### config.mk
export PLATFORM = sky130hd
export DESIGN_NAME = pixel_readout_ctrl
export DESIGN_NICKNAME = d
export VERILOG_FILES = /design/src/rtl/pixel_pkg.sv /design/src/rtl/phase_counter.sv /design/src/rtl/pixel_readout_ctrl.sv
export SDC_FILE = /design/constraint.sdc
export NUM_CORES = 1
export LEC_CHECK = 0
export BUFFER_PORTS_ARGS = -buffer_cell sky130_fd_sc_hd__buf_2
export CORE_MARGIN = 3
export CORE_UTILIZATION = 40
export DETAILED_ROUTE_END_ITERATION = 10
export PLACE_DENSITY = 0.7
export SLEW_MARGIN = 20
export SYNTH_ARGS = -nofsm -noshare
export SYNTH_HDL_FRONTEND = slang
export SYNTH_SLANG_ARGS = --single-unit
### constraint.sdc
create_clock -name clk -period 3.3 [get_ports clk]
set_input_delay 0.165 -clock clk [delete_from_list [all_inputs] [get_ports clk]]
set_output_delay 0.165 -clock clk [all_outputs]
set_load 0.01 [all_outputs]
### src/rtl/pixel_pkg.sv
// pixel_pkg
// Shared definitions for the pixel readout path. It holds the frame sequencer
// state encoding, a ceiling-log2 helper for sizing counters, and the default
// geometry constants shared by the row decoder and ADC stages.
package pixel_pkg;

    localparam int DEFAULT_WIDTH      = 2;
    localparam int DEFAULT_ROWS       = 2;
    localparam int DEFAULT_RESOLUTION = 8;

    typedef enum logic [2:0] {
        ST_IDLE,
        ST_ERASE,
        ST_EXPOSE,
        ST_SETTLE,
        ST_CONVERT,
        ST_OUTPUT,
        ST_GAP,
        ST_DONE
    } state_t;

    // Smallest n with 2**n >= value; returns 0 for value <= 1.
    function automatic int clog2(input int value);
        int result;
        int remaining;
        result    = 0;
        remaining = value - 1;
        while (remaining > 0) begin
            result++;
            remaining = remaining >> 1;
        end
        return result;
    endfunction

endpackage

### src/rtl/phase_counter.sv
// phase_counter
// Loadable down-counter with a zero flag. The sequencer loads it on every
// state entry and lets it count down; it holds at zero rather than wrapping.
//
// Ports:
//   clk        - system clock
//   reset      - asynchronous active-high reset (count returns to 0)
//   load       - load load_value this cycle (has priority over dec)
//   load_value - value to load
//   dec        - decrement while non-zero
//   count      - current count
//   zero       - count is zero
module phase_counter
    import pixel_pkg::*;
#(
    parameter int CW = 6
) (
    input  logic          clk,
    input  logic          reset,
    input  logic          load,
    input  logic [CW-1:0] load_value,
    input  logic          dec,
    output logic [CW-1:0] count,
    output logic          zero
);

    logic [CW-1:0] count_q;
    logic [CW-1:0] count_d;

    always_comb begin
        count_d = count_q;
        if (load) begin
            count_d = load_value;
        end else if (dec && (count_q != '0)) begin
            count_d = count_q - 1'b1;
        end
    end

    always_ff @(posedge clk or posedge reset) begin
        if (reset) begin
            count_q <= '0;
        end else begin
            count_q <= count_d;
        end
    end

    assign count = count_q;
    assign zero  = (count_q == '0);

endmodule

### src/rtl/pixel_readout_ctrl.sv
// pixel_readout_ctrl
// Frame sequencer for the pixel array. A start request runs ERASE and EXPOSE,
// then for every pixel selects it on the row decoder, runs one SAR conversion
// and streams the captured code out on a valid/ready interface.
//
// Ports:
//   clk, reset          - clock and asynchronous active-high reset
//   start               - frame request, honoured only when idle
//   erase, expose       - pixel array phase controls (never both high)
//   decoder_select      - pixel index presented to the row mux
//   adc_enable          - SAR ADC enable
//   adc_output, adc_done- SAR ADC code and conversion-complete flag
//   pix_data/index/last - captured beat contents
//   pix_valid, pix_ready- output stream handshake
//   busy                - high whenever the sequencer is not idle
//   frame_done          - one-cycle pulse after the final beat is accepted
//   timeout_err         - sticky conversion timeout flag, cleared by reset only
module pixel_readout_ctrl
    import pixel_pkg::*;
#(
    parameter int WIDTH         = DEFAULT_WIDTH,
    parameter int ROWS          = DEFAULT_ROWS,
    parameter int RESOLUTION    = DEFAULT_RESOLUTION,
    parameter int ERASE_CYCLES  = 4,
    parameter int EXPOSE_CYCLES = 16,
    parameter int ADC_TIMEOUT   = 32
) (
    input  logic                  clk,
    input  logic                  reset,
    input  logic                  start,
    output logic                  erase,
    output logic                  expose,
    output logic [WIDTH:0]        decoder_select,
    output logic                  adc_enable,
    input  logic [RESOLUTION-1:0] adc_output,
    input  logic                  adc_done,
    output logic [RESOLUTION-1:0] pix_data,
    output logic [WIDTH:0]        pix_index,
    output logic                  pix_last,
    output logic                  pix_valid,
    input  logic                  pix_ready,
    output logic                  busy,
    output logic                  frame_done,
    output logic                  timeout_err
);

    localparam int MAX_EE    = (ERASE_CYCLES > EXPOSE_CYCLES) ? ERASE_CYCLES : EXPOSE_CYCLES;
    localparam int MAX_PHASE = (MAX_EE > ADC_TIMEOUT) ? MAX_EE : ADC_TIMEOUT;
    localparam int CW        = clog2(MAX_PHASE) + 1;

    localparam logic [WIDTH:0] LAST_INDEX   = (WIDTH+1)'(ROWS - 1);
    localparam logic [CW-1:0]  ERASE_LOAD   = CW'(ERASE_CYCLES - 1);
    localparam logic [CW-1:0]  EXPOSE_LOAD  = CW'(EXPOSE_CYCLES - 1);
    localparam logic [CW-1:0]  TIMEOUT_LOAD = CW'(ADC_TIMEOUT - 1);

    state_t                  state_q, state_d;
    logic [WIDTH:0]          index_q, index_d;
    logic [RESOLUTION-1:0]   pix_data_q, pix_data_d;
    logic [WIDTH:0]          pix_index_q, pix_index_d;
    logic                    pix_last_q, pix_last_d;
    logic                    timeout_err_q, timeout_err_d;
    logic                    erase_q, erase_d;
    logic                    expose_q, expose_d;
    logic                    adc_enable_q, adc_enable_d;
    logic                    pix_valid_q, pix_valid_d;
    logic                    busy_q, busy_d;
    logic                    frame_done_q, frame_done_d;

    logic                    phase_load;
    logic [CW-1:0]           phase_load_value;
    logic [CW-1:0]           phase_count;
    logic                    phase_zero;
    logic                    convert_first;

    // The counter is loaded with (cycles - 1) on entry, so a state that waits
    // for zero occupies exactly 'cycles' clocks.
    phase_counter #(
        .CW(CW)
    ) u_phase_counter (
        .clk        (clk),
        .reset      (reset),
        .load       (phase_load),
        .load_value (phase_load_value),
        .dec        (1'b1),
        .count      (phase_count),
        .zero       (phase_zero)
    );

    // A count still at its load value means this is the first CONVERT cycle,
    // where adc_done may be stale from the previous pixel and is ignored.
    assign convert_first = (phase_count == TIMEOUT_LOAD);

    always_comb begin
        state_d       = state_q;
        index_d       = index_q;
        pix_data_d    = pix_data_q;
        pix_index_d   = pix_index_q;
        pix_last_d    = pix_last_q;
        timeout_err_d = timeout_err_q;

        case (state_q)
            ST_IDLE: begin
                if (start) begin
                    state_d = ST_ERASE;
                    index_d = '0;
                end
            end
            ST_ERASE: begin
                if (phase_zero) begin
                    state_d = ST_EXPOSE;
                end
            end
            ST_EXPOSE: begin
                if (phase_zero) begin
                    state_d = ST_SETTLE;
                    index_d = '0;
                end
            end
            ST_SETTLE: begin
                state_d = ST_CONVERT;
            end
            ST_CONVERT: begin
                // A done arriving on the final allowed cycle still wins over
                // the timeout.
                if (adc_done && !convert_first) begin
                    pix_data_d  = adc_output;
                    pix_index_d = index_q;
                    pix_last_d  = (index_q == LAST_INDEX);
                    state_d     = ST_OUTPUT;
                end else if (phase_zero) begin
                    pix_data_d    = '0;
                    pix_index_d   = index_q;
                    pix_last_d    = (index_q == LAST_INDEX);
                    timeout_err_d = 1'b1;
                    state_d       = ST_OUTPUT;
                end
            end
            ST_OUTPUT: begin
                if (pix_ready) begin
                    if (pix_last_q) begin
                        state_d = ST_DONE;
                    end else begin
                        state_d = ST_GAP;
                        if (index_q != LAST_INDEX) begin
                            index_d = index_q + 1'b1;
                        end
                    end
                end
            end
            ST_GAP: begin
                state_d = ST_SETTLE;
            end
            ST_DONE: begin
                state_d = ST_IDLE;
            end
            default: begin
                state_d = ST_IDLE;
            end
        endcase
    end

    // Phase controls and stream flags are registered from the next state so
    // that they line up exactly with the cycles spent in each state.
    always_comb begin
        phase_load       = (state_d != state_q);
        phase_load_value = '0;
        case (state_d)
            ST_ERASE:   phase_load_value = ERASE_LOAD;
            ST_EXPOSE:  phase_load_value = EXPOSE_LOAD;
            ST_CONVERT: phase_load_value = TIMEOUT_LOAD;
            default:    phase_load_value = '0;
        endcase

        erase_d      = (state_d == ST_ERASE);
        expose_d     = (state_d == ST_EXPOSE);
        adc_enable_d = (state_d == ST_CONVERT);
        pix_valid_d  = (state_d == ST_OUTPUT);
        busy_d       = (state_d != ST_IDLE);
        frame_done_d = (state_d == ST_DONE);
    end

    always_ff @(posedge clk or posedge reset) begin
        if (reset) begin
            state_q       <= ST_IDLE;
            index_q       <= '0;
            pix_data_q    <= '0;
            pix_index_q   <= '0;
            pix_last_q    <= 1'b0;
            timeout_err_q <= 1'b0;
            erase_q       <= 1'b0;
            expose_q      <= 1'b0;
            adc_enable_q  <= 1'b0;
            pix_valid_q   <= 1'b0;
            busy_q        <= 1'b0;
            frame_done_q  <= 1'b0;
        end else begin
            state_q       <= state_d;
            index_q       <= index_d;
            pix_data_q    <= pix_data_d;
            pix_index_q   <= pix_index_d;
            pix_last_q    <= pix_last_d;
            timeout_err_q <= timeout_err_d;
            erase_q       <= erase_d;
            expose_q      <= expose_d;
            adc_enable_q  <= adc_enable_d;
            pix_valid_q   <= pix_valid_d;
            busy_q        <= busy_d;
            frame_done_q  <= frame_done_d;
        end
    end

    assign erase          = erase_q;
    assign expose         = expose_q;
    assign decoder_select = index_q;
    assign adc_enable     = adc_enable_q;
    assign pix_data       = pix_data_q;
    assign pix_index      = pix_index_q;
    assign pix_last       = pix_last_q;
    assign pix_valid      = pix_valid_q;
    assign busy           = busy_q;
    assign frame_done     = frame_done_q;
    assign timeout_err    = timeout_err_q;

endmodule

==> results.txt <==
The clock tree synthesis step divided the H-tree into 2 levels. The root buffer cell chosen for the clock tree is sky130_fd_sc_hd__clkbuf_8. Dividing the detail-routed wire length by the instance count gives 13.9 µm. The logs give 0.376 for the power share of the sequential group and 1.85 mW for the final total power. The worst register-to-register path ends at u_phase_counter.count[0]. The initial antenna violation count was 0; the mapped cell area was 1540 µm². Placed instance area: 1730 µm². The min-delay analysis places its worst path in the category input port to async pin. The count of nets left with antenna violations once routing finished came out at 0.

The die boundary height is 68.0 µm, and the ratio of final minimum period to clock period is 0.623. The number of port buffers works out to 34. The share of the yosys chip area belonging to registers was 0.505; the clock sink total was 31. The area share of the largest cell type after synthesis is 0.505.

The critical path is of the flop to flop type. The analysis attributes to cell leakage a power of 0.879 nW. Along the worst path, the maximum fanout reaches 6.

The final total negative setup slack is 0 ns, and the pin count of the biggest net entering global routing is 32. The count of inserted antenna diode cells came out at 0. Internal power comes to 1.10 mW.

Averaged over all synthesized cells, the footprint is 10.3 µm². Final count of pins violating max slew: 0. The fraction of the mapped netlist area in adder cells came out at 0.0326. The first-iteration detailed-routing DRC count is 71, and the clock transition at the registers of the reported paths is 0.07 ns. The headroom to the max-slew limit is 0.442, and the routed wire length on met3 is 155 µm. The logs give 0.521 for the post-layout utilization of the core and 0 for the number of maximum-capacitance violations.

Static timing analysis puts the maximum clock frequency at 0.486 GHz. Measured in cells, the most critical reg-to-reg path has a length of 7. Yosys mapped a number of flops with a built-in enable equal to 0. Most used standard cell by instance count after synthesis: sky130_fd_sc_hd__dfrtp_1. Share of the synthesized area in compound gates (AO/OA/AOI/OAI): 0.211. Summed over all layers, the global routing overflow is 0. The power density over cell area is 1010 nW/µm², and the number of remaining DRC errors is 0. The final hold slack came out at -0.0476 ns. The initialized floorplan defines 21 standard-cell rows. The tools report the clock power share as 0.179.

Number of nets at the end of the flow: 201. The tools report the termination of the worst setup path as u_phase_counter.count[0]. The run gives 0.00726 ns as the final worst clock skew. For the maximum buffer depth of the clock tree, the log shows 2. Counting I/O delays and the setup requirement, the final critical path takes 2.06 ns.

After synthesis, the most frequently instantiated cells are sky130_fd_sc_hd__dfrtp_1, sky130_fd_sc_hd__nor2_1, sky130_fd_sc_hd__o21ai_0. 35 I/O pins were placed. After detailed routing, the total wire length is 3.22 mm.

The actual slew at the worst max-slew pin is 0.830 ns, and the total iterations of the first detailed-routing run is 4. The share of power burned in combinational logic was 0.446. The final reports fail on hold timing. The number of nets in the synthesized netlist is 166. Setup violations remaining at the end of the flow were counted as 0. Startpoint of the worst setup timing path: u_phase_counter.count[0]. The worst register-to-register path begins at u_phase_counter.count[0].

Data on the critical path is required at its endpoint by 3.46 ns. Summing all non-filler instances in the final layout gives an area of 1830 µm². The growth of design area from synthesis to finish came out at 19.3%.

The sum of routed wire segments on met1 is 1.46 mm. After detailed routing, no signal wire sits above met4. The run gives 3520 µm² as the floorplan core area. The share of final-layout standard cells stronger than drive strength 1 is 0.303, and the post-detailed-route via-to-cell ratio is 5.26.

The cell count after synthesis was 149; the starting utilization of the core area was 0.436. Setup repair after global routing left no endpoint under its margin. Detailed placement finished with a half-perimeter wire length of 2.30 mm. After synthesis, the largest family of logic cells by area is compound AO/OA/AOI/OAI gates.

The simple logic cell fraction of the synthesized area works out to 0.171. The global placement routability congestion was 0.867. TritonCTS built the clock tree. The proportion of synthesized flip-flops having asynchronous set or reset was 1.00; the worst vdd rail ir drop was 0.000461 V. By area the synthesized netlist is led by sky130_fd_sc_hd__dfrtp_1, sky130_fd_sc_hd__o21ai_0, sky130_fd_sc_hd__a22o_1. The width of the chip was 68.0 µm; the via count of the first global-routing pass was 1191. The kind of capture point of the worst setup path is a flop. The kind of start point of the critical path is a flop. Counting flops and latches in the post-synthesis netlist gives 31. The switching share of power came out at 0.405. The number of different library cells in the post-synthesis netlist was 42.

The combined global-route utilization of all metal layers is 0.164. The fraction of synthesized cell area in xor and xnor cells is 0.0171. The top cell type by total area after synthesis is sky130_fd_sc_hd__dfrtp_1. Summed over all nets, the switching power comes to 0.748 mW.

The floorplan step defined a die boundary enclosing 4620 µm². The tools report the total number of vias as 1216. Multiplexer share of the synthesized area: 0.0212. The tools report the count of hold buffers inserted by post-cts repair as 0. The logs give 31 for the number of hold violations in the final report and 1.24 ns for the register-to-register setup slack.

The tools report the count of cells resized by post-cts repair as 0. The run finished, with violations left. The run gives 0 as the warning count from the yosys run. In the synthesized netlist the dominant register cell turns out to be sky130_fd_sc_hd__dfrtp_1. The number of post-CTS setup repair buffers is 0, and the wire length on met2 is 1.53 mm. The global-route wire length before repair is 5.54 mm. Clock latency on the worst-skew pair, taken at its later pin, is 0.29 ns. The total clock buffers created by CTS was 5; the arrival time of the worst setup path was 2.22 ns.
==> power groups by stage <==
stage	clock network (mW)	logic (mW)	registers, mW
after floorplan	0	0.615	0.678
after global routing	0.354	0.937	0.723
after detailed placement	0	0.824	0.697
after CTS	0.335	0.833	0.693
final	0.330	0.823	0.694
after global placement	0	0.805	0.691
==> stage by stage <==
step | setup WS (ns) | hold WS, ns | cells
final | 1.24 | -0.0476 | 231
after global routing | 1.04 | 0.0173 | 231
after CTS | 1.22 | 0.0899 | 231
after detailed placement | 1.23 | 0.386 | 223
after global placement | 1.31 | 0.381 | 223
after floorplan | 1.43 | 0.269 | 149
==> critical path, stage by stage, from the launching register on <==
cell and delay, ns:
sky130_fd_sc_hd__dfrtp_1 0.42, sky130_fd_sc_hd__inv_1 0.07, sky130_fd_sc_hd__ha_1 0.21, sky130_fd_sc_hd__nor3b_4 0.34
sky130_fd_sc_hd__a21oi_1 0.15, sky130_fd_sc_hd__o32a_1 0.35, sky130_fd_sc_hd__a31oi_1 0.26, sky130_fd_sc_hd__o21ai_0 0.13
==> layer usage <==
metal / up-vias / GRT usage
li1: 611 / -
met5: - / 0
met4: 0 / 0.107
met1: 569 / 0.213
met2: 29 / 0.241
met3: 7 / 0.0394
==> cell families (layout without fill, tap and decap cells) <==
group,count (synthesis),after routing
AO/OA/AOI/OAI,47,47
multiplexers,3,3
flip-flops,31,31
adder cells (fa/ha/maj),4,4
AND/OR/NAND/NOR,47,47
buffers and inverters,14,50
XOR/XNOR,3,3
==> worst min-delay path by stage <==
stage	from	endpoint	slack, ns	cells past startpoint
after global placement	adc_output[3]	pix_data[3]	0.38	2
final	reset	pix_data[1]	-0.05	2
after floorplan	reset	adc_enable	0.27	1
after detailed placement	adc_output[7]	pix_data[7]	0.39	2
after CTS	adc_output[7]	pix_data[7]	0.09	2
after global routing	reset	u_phase_counter.count[0]	0.02	2
==> area by class of cell <==
| cell class | count | area [µm²] |
|---|---|---|
| Sequential cell | 31 | 776 |
| Timing Repair Buffer | 34 | 170 |
| Tap cell | 46 | 57.6 |
| Multi-Input combinational cell | 104 | 696 |
| Clock inverter | 1 | 7.51 |
| Clock buffer | 7 | 96.3 |
| Fill cell | 333 | 1690 |
| Inverter | 8 | 30.0 |
==> flip-flops by register name, indices dropped and copies added, names as in the netlist, 3 cells and up <==
signal                 cells
u_phase_counter.count      6
state_q                    3
pix_data                   8
decoder_select             3
pix_index                  3
==> cell usage in the layout (no fill, tap or decap), drive strengths merged <==
| cell | netlist | layout |
|---|---|---|
| buf | 3 | 34 |
| dfrtp | 31 | 31 |
| o21ai | 13 | 13 |
| nor2 | 12 | 12 |
| nand2 | 10 | 10 |
| inv | 8 | 8 |
| a22o | 8 | 8 |
| a21oi | 7 | 7 |
| clkbuf | 3 | 7 |
| nand3 | 6 | 6 |
| nand2b | 5 | 5 |
| nor3 | 5 | 5 |
| ha | 4 | 4 |
| xnor2 | 3 | 3 |
| o22ai | 3 | 3 |
| nor3b | 3 | 3 |
| o21a | 2 | 2 |
| nor2b | 2 | 2 |
| a31oi | 2 | 2 |
| a31o | 2 | 2 |
| and2 | 2 | 2 |
| mux2 | 2 | 2 |
| a211o | 2 | 2 |
| o32a | 1 | 1 |
| a311oi | 1 | 1 |
| a311o | 1 | 1 |
| o211ai | 1 | 1 |
| a221oi | 1 | 1 |
| mux2i | 1 | 1 |
| or3b | 1 | 1 |
| nand4b | 1 | 1 |
| a22oi | 1 | 1 |
| o31a | 1 | 1 |
| o31ai | 1 | 1 |
| clkinvlp | 0 | 1 |
Power figures use the tool's default switching activity.
